[src/rtl/gpio_access_arbiter.sv]
// rtl/gpio_access_arbiter.sv - two-requester arbiter for a shared GPIO register bank
//
// Purpose:
//   Arbitrates between requester 0 (JTAG bridge) and requester 1 (local
//   sequencer) for read/write access to a bank of NR_GPIOS output and
//   output-enable registers. Each transaction runs IDLE -> ACCESS -> ACK.
//   When both requesters ask at once, the one that did not go last wins.
//
// Optional feature:
//   GPIO_ARB_LOCK_EN - adds lock0/lock1. If the owner holds lock high during
//   ACK and still requests in the following IDLE cycle, it is granted again.
//
// Ports:
//   clk              rising-edge clock
//   reset            asynchronous, active-high reset
//   lock0/lock1      (GPIO_ARB_LOCK_EN only) keep ownership for the next transfer
//   req0/req1        transaction request
//   wr0/wr1          1 = write, 0 = read
//   wdata0/wdata1    output values to write
//   oe0/oe1          output-enable values to write
//   mask0/mask1      per-bit write mask
//   ack0/ack1        one-cycle transaction-done pulse
//   rdata0/rdata1    last read result for each requester
//   gnt0/gnt1        current owner (one-hot or zero)
//   gpio_inputs      asynchronous pad inputs
//   gpio_outputs     registered output values
//   gpio_outputs_ena registered output enables

module gpio_access_arbiter #(
    parameter int NR_GPIOS = 3
) (
    input  logic                clk,
    input  logic                reset,
`ifdef GPIO_ARB_LOCK_EN
    input  logic                lock0,
    input  logic                lock1,
`endif
    input  logic                req0,
    input  logic                req1,
    input  logic                wr0,
    input  logic                wr1,
    input  logic [NR_GPIOS-1:0] wdata0,
    input  logic [NR_GPIOS-1:0] wdata1,
    input  logic [NR_GPIOS-1:0] oe0,
    input  logic [NR_GPIOS-1:0] oe1,
    input  logic [NR_GPIOS-1:0] mask0,
    input  logic [NR_GPIOS-1:0] mask1,
    output logic                ack0,
    output logic                ack1,
    output logic [NR_GPIOS-1:0] rdata0,
    output logic [NR_GPIOS-1:0] rdata1,
    output logic                gnt0,
    output logic                gnt1,
    input  logic [NR_GPIOS-1:0] gpio_inputs,
    output logic [NR_GPIOS-1:0] gpio_outputs,
    output logic [NR_GPIOS-1:0] gpio_outputs_ena
);

    typedef enum logic [1:0] {
        IDLE   = 2'd0,
        ACCESS = 2'd1,
        ACK    = 2'd2
    } state_t;

    state_t              state;
    logic                owner;
    logic                last_grant;
    logic                pick;
    logic [NR_GPIOS-1:0] sync_meta;
    logic [NR_GPIOS-1:0] sync_in;

    logic                sel_wr;
    logic [NR_GPIOS-1:0] sel_wdata;
    logic [NR_GPIOS-1:0] sel_oe;
    logic [NR_GPIOS-1:0] sel_mask;

`ifdef GPIO_ARB_LOCK_EN
    // Set on leaving ACK when the owner asked to keep the bus; only
    // meaningful in the first IDLE cycle after that transfer.
    logic                lock_hold;
`endif

    // Winner for a request seen in IDLE: a lone requester wins outright,
    // a tie goes to whoever did not own the previous transfer.
    always_comb begin
        pick = 1'b0;
        if (req0 && req1) begin
            pick = ~last_grant;
        end else begin
            pick = req1;
        end
`ifdef GPIO_ARB_LOCK_EN
        if (lock_hold && (last_grant ? req1 : req0)) begin
            pick = last_grant;
        end
`endif
    end

    // Transaction fields of the current owner.
    always_comb begin
        sel_wr    = owner ? wr1    : wr0;
        sel_wdata = owner ? wdata1 : wdata0;
        sel_oe    = owner ? oe1    : oe0;
        sel_mask  = owner ? mask1  : mask0;
    end

    always_ff @(posedge clk or posedge reset) begin
        if (reset) begin
            state            <= IDLE;
            owner            <= 1'b0;
            last_grant       <= 1'b1;
            sync_meta        <= '0;
            sync_in          <= '0;
            gpio_outputs     <= '0;
            gpio_outputs_ena <= '0;
            rdata0           <= '0;
            rdata1           <= '0;
            ack0             <= 1'b0;
            ack1             <= 1'b0;
            gnt0             <= 1'b0;
            gnt1             <= 1'b0;
`ifdef GPIO_ARB_LOCK_EN
            lock_hold        <= 1'b0;
`endif
        end else begin
            sync_meta <= gpio_inputs;
            sync_in   <= sync_meta;
            ack0      <= 1'b0;
            ack1      <= 1'b0;
            case (state)
                IDLE: begin
`ifdef GPIO_ARB_LOCK_EN
                    lock_hold <= 1'b0;
`endif
                    if (req0 || req1) begin
                        owner <= pick;
                        gnt0  <= ~pick;
                        gnt1  <= pick;
                        state <= ACCESS;
                    end
                end
                ACCESS: begin
                    if (sel_wr) begin
                        gpio_outputs     <= (gpio_outputs & ~sel_mask) | (sel_wdata & sel_mask);
                        gpio_outputs_ena <= (gpio_outputs_ena & ~sel_mask) | (sel_oe & sel_mask);
                    end else if (owner) begin
                        rdata1 <= sync_in;
                    end else begin
                        rdata0 <= sync_in;
                    end
                    ack0  <= ~owner;
                    ack1  <= owner;
                    state <= ACK;
                end
                ACK: begin
                    last_grant <= owner;
                    gnt0       <= 1'b0;
                    gnt1       <= 1'b0;
`ifdef GPIO_ARB_LOCK_EN
                    lock_hold  <= owner ? lock1 : lock0;
`endif
                    state      <= IDLE;
                end
                default: begin
                    state <= IDLE;
                end
            endcase
        end
    end

endmodule
[config.mk]
export PLATFORM = sky130hd
export DESIGN_NAME = gpio_access_arbiter
export DESIGN_NICKNAME = d
export VERILOG_FILES = /design/src/rtl/gpio_access_arbiter.sv
export SDC_FILE = /design/constraint.sdc
export NUM_CORES = 1
export LEC_CHECK = 0
export CAP_MARGIN = 10
export CORE_MARGIN = 8
export CORE_UTILIZATION = 30
export DETAILED_ROUTE_END_ITERATION = 8
export HOLD_SLACK_MARGIN = 0.03
export PLACE_DENSITY_LB_ADDON = 0.3
export SLEW_MARGIN = 25
export SYNTH_ARGS = -nofsm -noshare
export SYNTH_HDL_FRONTEND = slang
export SYNTH_SLANG_ARGS = --single-unit
[constraint.sdc]
create_clock -name clk -period 2.95 [get_ports clk]
set_clock_uncertainty 0.1 [all_clocks]
set_input_delay 0.4425 -clock clk [delete_from_list [all_inputs] [get_ports clk]]
set_output_delay 0.4425 -clock clk [all_outputs]
set_load 0.05 [all_outputs]
# ---- Word-level counts from Yosys, hierarchy flattened
# Index checks and enable logic that the tools add are counted.
# W data, S select, Z words.
dict set report totals {
  elab_cells 49
  out_inout_bits 16
  register_bits 26
  inputBits 27
}
dict set report op_classes {
  n_mux 13
  n_eq_ne 3
  n_bitwise 11
  reduce_logical 9
}
# op count
set ops {}
lappend ops {{$and A3 B3 Y3} 4}
lappend ops {{$mux W3} 3}
lappend ops {{$mux W1} 6}
lappend ops {{$or A3 B3 Y3} 2}
lappend ops {{$reduce_and A2 Y1} 3}
lappend ops {{$reduce_and A3 Y1} 2}
lappend ops {{$not A1 Y1} 4}
lappend ops {{$pmux W1 S2} 2}
lappend ops {{$pmux W2 S2} 1}
lappend ops {{$not A3 Y3} 1}
lappend ops {{$eq A2 B1 Y1 const B} 1}
lappend ops {{$eq A2 B2 Y1 const B} 1}
lappend ops {{$logic_not A2 Y1} 1}
lappend ops {{$mux W2} 1}
lappend ops {{$ne A2 B2 Y1 const B} 1}
lappend ops {{$reduce_bool A2 Y1} 1}
lappend ops {{$logic_and A1 B1 Y1} 1}
lappend ops {{$logic_or A1 B1 Y1} 1}

# ---- Logic depth before layout (Yosys ltp)
dict set report logic_depth {
  ltp_word 5
  ltp_mapped 5
  ltp_nobuf 3
}

# ---- Least setup slack after synthesis
# Ideal clock, no wire load.
dict set report synth_path {
  path_type {reg-to-reg}
  from {register state[1]}
  to {register with a tool-made name}
  t_arrival_ns 1.219
  n_path_buf 1
  stages_incl_launch_ff 5
  setup_ns 0.125
  slack_ns 1.506
  required_ns 2.725
  period_less_slack_ns 1.444
  cell_sequence {dfrtp_1 nand2b_1 buf_6 nor3_2 mux2_2}
}
# item line_no
set synth_lines {}
lappend synth_lines {{from (decl)} 65} ;# state_t state;
lappend synth_lines {{from (signal assigned)} 109} ;# state <= IDLE;
lappend synth_lines {{from (signal assigned)} 139} ;# state <= ACCESS;
lappend synth_lines {{from (signal assigned)} 153} ;# state <= ACK;

# ---- Worst setup path after layout
dict set report layout_path {
  from {register gnt1}
  to {output port gnt1}
}
# item line_no
set layout_lines {}
lappend layout_lines {{from (decl)} 53} ;# output logic gnt1,
lappend layout_lines {{from (signal assigned)} 138} ;# gnt1 <= pick;
# No word-level cell between the ends.

==> run summary <==
The largest buffer count on any clock path came out at 2. The initial standard-cell utilization of the core came out at 30.92%. TritonCTS built the clock tree. The area share of the leading cell type in the synthesized netlist is 56.12%. The average via count per standard cell is 4.351. The top-level I/O count is 43. The number of gates resized after cts came out at 0. The sum of buffers and inverters on the critical path came out at 1. In this run the core area contains 22 standard-cell rows. The final cycle utilization of the critical path is 67.43%. The largest stage delay on the critical path came out at 0.81 ns. The startpoint identified for the worst hold timing path is sync_meta[1]$_DFF_PP0_. The flow ran to the end, and the final reports show no timing, DRC or antenna violations. sky130_fd_sc_hd__dfrtp_1 takes more of the synthesized area than any other cell.

The synthesized net count is 107. The cell area after synthesis came out at 1115 um^2. The number of warnings issued by yosys came out at 0. The type of element capturing the critical path is an output pin. The number of antenna violations at the first check in global routing came out at 0. Traced cell by cell, the critical path runs through clkdlybuf4s50_1. The register area came out at 651.9 um^2. The floorplan step defined a die boundary enclosing 5923 um^2.

The peak clock frequency supported by timing came out at 502.8 MHz. The post-synthesis to final-layout area growth came out at 45.01%. The root buffer cell is sky130_fd_sc_hd__clkbuf_8.

After floorplanning, the core was sized to cover 3606 um^2. The post-cts hold buffer count came out at 0. Counting distinct cell types in the post-synthesis netlist gives 19. For this design, the slowest cell found on the critical path is sky130_fd_sc_hd__clkdlybuf4s50_1. The endpoint arrival time on the critical path is 1.45 ns. The total global-route track usage is 8.785%. Entering global routing, the biggest net connects 27 pins. The required time at the worst-slack endpoint came out at 2.41 ns. The share of synthesized area occupied by flip-flops and latches is 58.47%. In this run, synthesis produced a sequential element count of 26. The fraction of final layout cells with drive strength greater than 1 came out at 25.20%. The first routing iteration left 15 violations. The worst-case IR drop observed on VDD is 0.0004964 V. The worst pin sits at a relative slew slack of 56.09%. For this block, the routed nets add up to 2456 um of wire. The via count of the first global-routing pass came out at 853. The average wire length per cell after detail routing came out at 14.36 um. The launching point of the worst reg2reg path is owner$_DFFE_PP0P_. The CTS clock-pin slew for the worst setup and hold paths is 0.08 ns. The remaining antenna violation count is 0.

The static leakage came out at 0.6719 nW. Sorting the synthesized cells by area gives the leading types as sky130_fd_sc_hd__dfrtp_1 (56%), sky130_fd_sc_hd__mux2_2 (18%), sky130_fd_sc_hd__buf_6 (3.0%). The min-delay analysis places its worst path in the category reg2reg. The latest clock arrival within the worst-skew pair is 0.26 ns. The maximum fanout along the worst path is 3. Routability-driven placement finished with a final weighted congestion of 0.7269. Buffers added to address setup during post-CTS repair amount to 0.

The critical path is of the reg2out type. From bottom edge to top edge, the die measures 76.96 um. The net count reported at finish came out at 151. The first global-routing pass estimated 4284 um of wire. The worst setup path is launched from a flip-flop. The TritonCTS sink count came out at 26. The total number of vias is 744. Setup repair after global routing left no endpoint under its margin. The total of fill cells in the finished design came out at 318. The slack of the worst reg-to-reg path is 1.15 ns.

Summing all multi-input logic gate instances after layout gives 402.9 um^2. The count of max-cap constraint violations is 0. The accumulated negative setup slack is 0 ns. The width of the chip is 76.96 um.

The number of antenna repair diodes came out at 0. The most critical setup path has its startpoint at gnt1$_DFFE_PP0P_. The global route total overflow is 0. The total DRC errors in the routed layout is 0. The non-filler instance count after layout is 171. The number of slew-limit violations in the final report came out at 0. The number of clock buffers added by TritonCTS is 3. After technology mapping, the gate count stands at 80.

The final-report setup violation count is 0. The transition time of the tightest slew-check pin came out at 0.6586 ns. The per-instance average area after synthesis came out at 13.94 um^2. The final number of hold-violating endpoints was 0. The count of TritonRoute iterations in the first routing pass is 2. The kind of cell with the highest combined delay along the critical path is buffers and inverters. The count of port buffers added during placement came out at 42. The number of cells in the design after placement is 167. The HPWL after detailed placement is 1933 um. In this run the power density over the cells is 1111 nW/um^2.

The number of levels in the clock H-tree came out at 1. The minimum period implied by the final worst setup slack came out at 1.989 ns.
==> final timing paths <==
path / to / depth (start not counted)
setup / recovery: gnt1 / 1
hold / removal: sync_in[1]$_DFF_PP0_ / 0
setup reg to reg: flip-flop / 3
hold reg to reg: sync_in[1]$_DFF_PP0_ / 0
max in group asynchronous: last_grant$_DFFE_PP1N_ / 2
min in group asynchronous: gnt1$_DFFE_PP0P_ / 2
==> Yosys cell counts <==
library cell	instances
sky130_fd_sc_hd__dfrtp_1	25
sky130_fd_sc_hd__mux2_2	18
sky130_fd_sc_hd__inv_1	6
sky130_fd_sc_hd__buf_6	3
sky130_fd_sc_hd__mux2i_1	3
sky130_fd_sc_hd__nand2_1	3
sky130_fd_sc_hd__nor2_1	3
sky130_fd_sc_hd__nor3_2	3
sky130_fd_sc_hd__o21ai_0	3
sky130_fd_sc_hd__a32oi_1	2
sky130_fd_sc_hd__nand2b_1	2
sky130_fd_sc_hd__nor3_4	2
sky130_fd_sc_hd__a21boi_0	1
sky130_fd_sc_hd__a21oi_1	1
sky130_fd_sc_hd__a31oi_1	1
sky130_fd_sc_hd__dfstp_2	1
sky130_fd_sc_hd__inv_2	1
sky130_fd_sc_hd__mux2i_2	1
sky130_fd_sc_hd__o31ai_1	1
==> power by group <==
part	leakage [nW]	switching [W]	internal (W)
combinational	0.331	0.000577	0.000383
sequential	0.312	0.000118	0.000500
clock	0.0288	0.0000986	0.000119
total	0.672	0.000794	0.00100
==> cell type report <==
cell class	count	share of cell area [%]
tap	48	3.715
sequential	26	40.33
multi-input combinational	44	24.92
inverter	7	1.625
timing repair buffer	42	26.01
clock buffer	4	3.406
==> cells in the final DEF (no fill, tap or decap), drive strengths merged <==
master         synthesis  layout
nand2                  3       3
o21ai                  3       3
mux2                  18      18
nor2                   3       3
dfrtp                 25      25
a21boi                 1       1
nor3                   5       5
clkdlybuf4s50          0      42
a32oi                  2       2
inv                    7       7
o31ai                  1       1
mux2i                  4       4
a31oi                  1       1
dfstp                  1       1
a21oi                  1       1
nand2b                 2       2
clkbuf                 0       4
==> worst register-to-register path, delay by kind of cell, from the launching register on <==
| kind | cells | cell delay (ns) |
|---|---|---|
| simple gates | 1 | 0.26 |
| mux | 2 | 0.57 |
| flops | 1 | 0.77 |
==> routing by layer <==
layer | vias up | part of all wire (%) | GRT usage (%)
met3 | 2 | 6.7 | 3.147
met4 | 0 | 0.49 | 2.308
li1 | 361 | - | -
met5 | - | 0 | 0
met1 | 346 | 52 | 11.65
met2 | 35 | 41 | 13.08
==> per-stage QoR <==
step                      setup slack, ns  power (W)  cell area (um^2)  hold slack, ns  utilization, %
after floorplan                     1.506   0.001313              1115          0.2312               -
after global placement              1.012   0.001585              1562          0.2329           43.30
after detailed placement           0.9484   0.001602              1562          0.2444           43.30
after CTS                          0.9404   0.001829              1617          0.2647           44.83
after global routing               0.9010   0.001917              1617          0.2666           44.83
final                              0.9610   0.001796              1617          0.2604           44.83
==> cell families (layout without fill, tap and decap cells) <==
kind of cell,Yosys count,count (layout),synth area share (%)
flops,26,26,58.47
mux,22,22,22.11
simple gates,13,13,8.754
buf+inv,10,53,5.387
compound gates,9,9,5.275
Note: power is estimated with default switching activity, not from simulation.
